## src/rtl/instruction_fetch_unit.sv

```systemverilog
// Fetch PC owner and DEPTH-entry in-order instruction queue; grant->decode is 2 cycles.
// Credit-limited issue: queued + outstanding + to-be-dropped responses never exceed DEPTH.
module instruction_fetch_unit #(
  parameter logic [31:0] RESET_PC = 32'h0000_0000,
  parameter int          DEPTH    = 2
) (
  input  logic        clk,
  input  logic        rst_n,
  output logic        imem_req,
  output logic [31:0] imem_addr,
  input  logic        imem_gnt,
  input  logic        imem_rvalid,
  input  logic [31:0] imem_rdata,
  input  logic        redirect_valid,
  input  logic [31:0] redirect_pc,
  output logic        inst_valid,
  input  logic        inst_ready,
  output logic [31:0] inst,
  output logic [31:0] inst_pc,
  output logic [4:0]  inst_opcode
);
  localparam int          PW  = $clog2(DEPTH);
  localparam int          CW  = PW + 2;
  localparam logic [31:0] NOP = 32'h0000_0013;

  logic [31:0]   fetch_pc;
  logic [31:0]   resp_pc;
  logic [31:0]   q_pc   [DEPTH];
  logic [31:0]   q_word [DEPTH];
  logic [PW-1:0] head;
  logic [PW-1:0] tail;
  logic [CW-1:0] count;
  logic [CW-1:0] outstanding;
  logic [CW-1:0] discard;
  logic [CW-1:0] credit_used;
  logic [31:0]   redirect_aligned;
  logic          empty;
  logic          pop;
  logic          push;
  logic          drop;
  logic          grant;
  logic          resp_taken;

  assign empty            = (count == '0);
  assign inst_valid       = !empty && !redirect_valid;
  assign pop              = inst_valid && inst_ready;
  // A slot freed by this cycle's pop is reusable at once, giving one instruction per cycle.
  assign credit_used      = count - {{(CW-1){1'b0}}, pop} + outstanding + discard;
  assign imem_req         = rst_n && !redirect_valid && (credit_used < CW'(DEPTH));
  assign imem_addr        = fetch_pc;
  assign grant            = imem_req && imem_gnt;
  assign resp_taken       = imem_rvalid && ((outstanding != '0) || (discard != '0));
  assign drop             = imem_rvalid && (discard != '0);
  assign push             = imem_rvalid && (discard == '0) && (outstanding != '0) && !redirect_valid;
  assign redirect_aligned = {redirect_pc[31:2], 2'b00};

  assign inst        = empty ? NOP : q_word[head];
  assign inst_pc     = empty ? 32'h0 : q_pc[head];
  assign inst_opcode = inst[6:2];

  always_ff @(posedge clk or negedge rst_n) begin
    if (!rst_n) begin
      fetch_pc    <= RESET_PC;
      resp_pc     <= RESET_PC;
      head        <= '0;
      tail        <= '0;
      count       <= '0;
      outstanding <= '0;
      discard     <= '0;
    end else if (redirect_valid) begin
      fetch_pc    <= redirect_aligned;
      resp_pc     <= redirect_aligned;
      head        <= '0;
      tail        <= '0;
      count       <= '0;
      outstanding <= '0;
      // A response landing in the redirect cycle is consumed here, so it is not counted again.
      discard     <= outstanding + discard - {{(CW-1){1'b0}}, resp_taken};
    end else begin
      if (grant) fetch_pc <= fetch_pc + 32'd4;
      if (push) begin
        resp_pc <= resp_pc + 32'd4;
        tail    <= tail + 1'b1;
      end
      if (pop) head <= head + 1'b1;
      if (push && !pop)      count <= count + 1'b1;
      else if (pop && !push) count <= count - 1'b1;
      if (grant && !push)      outstanding <= outstanding + 1'b1;
      else if (push && !grant) outstanding <= outstanding - 1'b1;
      if (drop) discard <= discard - 1'b1;
    end
  end

  // Responses arrive in order, so resp_pc is always the address of the word being pushed.
  always_ff @(posedge clk) begin
    if (push) begin
      q_pc[tail]   <= resp_pc;
      q_word[tail] <= imem_rdata;
    end
  end
endmodule
```

## config.mk

```make
export PLATFORM = sky130hd
export DESIGN_NAME = instruction_fetch_unit
export DESIGN_NICKNAME = d
export VERILOG_FILES = /design/src/rtl/instruction_fetch_unit.sv
export SDC_FILE = /design/constraint.sdc
export NUM_CORES = 1
export LEC_CHECK = 0
export ABC_CLOCK_PERIOD_IN_PS = 17600
export BUFFER_PORTS_ARGS = -buffer_cell sky130_fd_sc_hd__buf_2
export CAP_MARGIN = 20
export CORE_ASPECT_RATIO = 0.7
export CORE_MARGIN = 2
export CORE_UTILIZATION = 45
export DETAILED_ROUTE_END_ITERATION = 10
export PLACE_DENSITY_LB_ADDON = 0.3
export SYNTH_ARGS = -nofsm -noshare
export SYNTH_HDL_FRONTEND = slang
export SYNTH_SLANG_ARGS = --single-unit
```

## constraint.sdc

```tcl
create_clock -name clk -period 17.6 [get_ports clk]
set_input_delay 1.76 -clock clk [delete_from_list [all_inputs] [get_ports clk]]
set_output_delay 1.76 -clock clk [all_outputs]
set_load 0.03 [all_outputs]
```

# Word level (Yosys, flattened, before mapping)
# Memories as Yosys holds them, arrays and structs flattened.
# Index checks and enable logic that the tools add are counted.
[word_totals]
input_bits = 70
mem_count = 2
elab_cells = 74
reg_bits = 75
ramBits = 128
[memory_table]
columns = ["memory", "words", "word_bits", "read_ports", "rd_ports_with_merged_regs", "write_ports", "line", "source"]
rows = [
  ["q_pc", 2, 32, 1, 0, 1, "28", "logic [31:0] q_pc [DEPTH];"],
  ["q_word", 2, 32, 1, 0, 1, "29", "logic [31:0] q_word [DEPTH];"],
]
[op_classes]
muxes = 20
n_reduce_logical = 30
n_addsub = 14
order_cmp = 1
[ops]
columns = ["op", "count"]
rows = [
  ["$mux 32", 6],
  ["$add 32x3->32 const B", 2],
  ["$mux 3", 8],
  ["$logic_and 1x1->1", 14],
  ["$reduce_bool 3->1", 4],
  ["$add 3x3->3", 3],
  ["$sub 3x1->3 const B", 3],
  ["$reduce_bool 2->1", 4],
  ["$add 3x1->3 const B", 2],
  ["$logic_not 3->1", 2],
  ["$mux 1", 6],
  ["$sub 3x1->3", 2],
  ["$logic_not 1->1", 5],
  ["$lt 3x2->1 const B", 1],
  ["$add 1x1->1 const B", 2],
  ["$logic_or 1x1->1", 1],
]

# Logic depth before layout (Yosys ltp)
[logic_depth]
word_depth = 15
mapped_depth = 19

# Least setup slack after synthesis
# Ideal clock, no wire load.
[synth_path]
path_type = "in2reg"
startpoint = "input port redirect_valid"
endpoint = "memory q_pc[0][10], enable pin"
path_slack_ns = 10.452
t_required_ns = 17.041
cell_stages = 4
setup_time_ns = 0.559
arrival_ns = 6.590
path_cell_list = "buf_2 > clkbuf_1 > clkbuf_1 > nor3_1"
[synth_via]
elab_chain_cells = 4
[synth_lines]
columns = ["item", "line", "source"]
rows = [
  ["from (decl)", "14", "input logic redirect_valid,"],
  ["$logic_not 1->1", "54", "assign push = imem_rvalid && (discard == '0) && (outstanding != '0) && !redirect_valid;"],
  ["$logic_and 1x1->1", "54", ""],
  ["$mux 1", "96", "if (push) begin"],
  ["$mux 1 (not written as such)", "97", "q_pc[tail] <= resp_pc;"],
  ["to (decl)", "28", ""],
]
# Every way passes these cells.

# Worst setup path after layout
[layout_path]
startpoint = "input port redirect_valid"
endpoint = "output port imem_req"
[layout_via]
elab_chain_cells = 8
elab_cells_between_ends = 9
cone_classes = "add/sub: 3; order compare: 1; reduce/logical: 5"
[layout_lines]
columns = ["item", "line", "source"]
rows = [
  ["$logic_not 1->1 (*)", "45, 49", ""],
  ["$logic_and 1x1->1", "45", "assign inst_valid = !empty && !redirect_valid;"],
  ["$logic_and 1x1->1", "46", "assign pop = inst_valid && inst_ready;"],
  ["$sub 3x1->3", "48", "assign credit_used = count - {{(CW-1){1'b0}}, pop} + outstanding + discard;"],
  ["$add 3x3->3 (2 in series)", "48", ""],
  ["$lt 3x2->1", "49", "assign imem_req = rst_n && !redirect_valid && (credit_used < CW'(DEPTH));"],
  ["$logic_and 1x1->1 (*)", "49", ""],
  ["to (decl)", "9", "output logic imem_req,"],
]
# Every way passes the cells marked *; elsewhere a longest branch is shown, timed or not.

==> qor.csv <==
metric;value;unit
status;finished, final reports clean;
Worst Min Path Start;resp_pc[23];
core footprint;19900;um2
Fillers;1734;
gp weighted congestion;0.870;
EDFF count, synth;124;
global-route wire length before repair;32600;um
post-DP HPWL;13900;um
Max Cap Viol;0;
final setup skew;12.1;ps
Post-Route Setup TNS;0;ps
diodes inserted;0;
Crit Path Max Fanout;40;
Final Util;54.4;%
sequential share of the synthesized area;59.8;%
CP max stage delay;590;ps
clock sinks;195;
Top FF cell, synth;edfxtp_1;
Die W;175;um
Hold Path Stages;0;
Clock Path Buffers;2;
Warnings, synthesis;0;
mapped cell area;9200;um2
Post-route DRC;0;
RSZ-0062 raised after global routing;no;
simple-gate portion of the synthesized area;14.0;%
Slew Viols, Final;0;
CTS tree;yes;
worst min path class;register to register;
DIE AREA;21600;um2
Layout area overhead;17.6;%
clock tree root driver cell;clkbuf_16;
drt total wl;20800;um
r2r startpoint;count[2];
Post-Synth Adder-Cell Area;2.37;%
post-CTS setup repair buffer count;0;
gr usage total;19.7;%
Vias;6410;
Slew @ Worst Pin;1040;ps
synth unique cells;64;
CP Cell Sequence;buf_2, nor2_1, ha_1, inv_1, ha_1, a21o_1, ha_1, xnor2_1, xor3_2, nor4b_1, buf_2;
final non-filler cell total;1189;
CP Buf/Inv Count;3;
Hold Crit Endpoint;q_pc[0][23];
power per cell area;161;nW/um2
clk_lat worst skew;430;ps
Site Rows;43;
CP Class;primary input to output port;
I/O pins;173;
Cells after DPL;1157;
Reg2Reg Depth;15;
peak supply drop;0.000110;V
FF+latch count, synth;195;
number of CTS-inserted buffers;17;
largest family of logic cells by synthesized area;simple AND/OR/NAND/NOR gates;
most frequent cells in the layout;buf_2, edfxtp_1, nor2_1;
dpl cell area;10200;um2
most common cell after layout, fill and taps aside;buf_2;
routed len/inst;17.5;um
Final nets;991;
mean post-synth cell area;12.2;um2
slowest cell on the critical path;buf_2;
Mapped Cells;754;
starting density of the core;46.2;%
gr ovfl total;0;
Top Family by Delay on Critical Path;buffers and inverters;
CP Data Required Time;15840;ps
Lkg Pwr;4.22;nW
Max Fclk;154;MHz
vias in the first global route;5964;
final setup vio count;0;
FF-to-FF End;outstanding[1];
share of cells above drive strength 1;25.9;%
hold_buf cts;0;
final instance area;10800;um2
compound-gate portion of the synthesized area;6.46;%
I/O Buffers;166;
initial antenna violation count;1;
Async SR Flop Fraction;36.4;%
Startpoint Class;primary input;
Pwr Total;1.74;mW
starting DRC count in detailed routing;601;
cts repair resizes;0;
Hold Fails Final Rpt;0;
mux contribution to synthesized area;8.08;%
crit path DAT;4730;ps
post-route ant nets;0;
detailed-route vias per instance;5.39;
Slew headroom;29.9;%
period utilization;36.9;%
htree depth;4;
crit-path most repeated cell;ha_1;
xor/xnor share of the synthesized area;5.70;%
Tmin final;6490;ps
CTS clk-pin slew, worst paths;80;ps
first drt pass iteration count;5;
largest net degree at the start of global routing;73;
Die Height;124;um
register-to-register setup slack;12490;ps
Critical Path Sink Type;output port;
## per-stage QoR
step                      hold slack [ps]  worst slack [ps]
after CTS                             518             11090
after global placement                494             11130
after floorplan                       457             10450
after detailed placement              499             11160
after global routing                  528             10870
final                                 522             11110
## worst reg2reg max path: stages, from the launching register on
cell	delay (ps)
dfrtp_1	500
or3_1	510
nand2_1	250
nor2_1	70
ha_1	300
inv_1	40
ha_1	250
a21o_1	180
ha_1	180
xnor2_1	260
xnor3_1	450
nand2_1	700
nor2_1	150
fa_1	540
nor4_1	60
or4_1	540
## cell usage after synthesis (11+ instances only)
master | n | share of area, %
edfxtp_1 | 124 | 40
nor2_1 | 87 | 3.5
dfrtp_1 | 71 | 19
mux2i_1 | 63 | 6.9
nand2_1 | 53 | 2.2
xnor2_1 | 29 | 2.8
inv_1 | 27 | 1.1
nand4_1 | 27 | 1.8
clkbuf_1 | 26 | 1.1
nand3_1 | 23 | 1.3
o21ai_0 | 21 | 1.1
xor2_1 | 21 | 2.0
a21oi_1 | 15 | 0.82
buf_4 | 12 | 0.98
ha_1 | 11 | 1.5
## logic make-up (layout without fill, tap and decap cells)
kind of cell               Yosys count  count (layout)
other                                1               4
xor gates and xnor gates            54              54
DFF                                195             195
muxes                               73              73
and+or+nand+nor                    254             254
AOI/OAI and AO/OA                   90              90
adders and majority gates           15              15
buffers and inverters               72             234
## worst max path at each step
stage,endpoint,startpoint,slack (ps),cells past startpoint
2_1_floorplan,q_pc[0][10],redirect_valid,10450,4
6_report,imem_req,redirect_valid,11110,11
3_5_place_dp,imem_req,redirect_valid,11160,11
5_1_grt,imem_req,redirect_valid,10870,11
4_1_cts,imem_req,redirect_valid,11090,11
3_3_place_gp,imem_req,redirect_valid,11130,11
## flip-flops by register name, indices dropped and copies added, names as in the netlist
register / count
outstanding: 3
q_word: 64
tail: 1
q_pc: 60
count: 3
resp_pc: 30
discard: 3
head: 1
imem_addr: 30
## layer usage
metal  vias to the layer above  GRT usage (%)  wire length (um)
li1                       3053              -                 -
met1                      3085           30.5             10400
met2                       257           27.3              8570
met3                        15           5.25              1630
met4                         0           5.16               140
met5                         -              0                 0
## area by class of cell
class,instances,area (um2),area share [%]
flip-flops and latches,195,5500,50.9
repair buffers,175,898,8.30
clock buffers,17,425,3.93
clock inverters,15,156,1.45
well taps,270,338,3.12
multi-input cells,490,3400,31.4
inverters,27,101,0.936
## report_power, final
group	leakage [nW]	switching [mW]	internal (mW)
Combinational	1.97	0.547	0.250
Clock	0.283	0.187	0.190
Sequential	1.97	0.0467	0.523
Total	4.22	0.781	0.962
No activity file was read; power rests on OpenSTA's default activity.
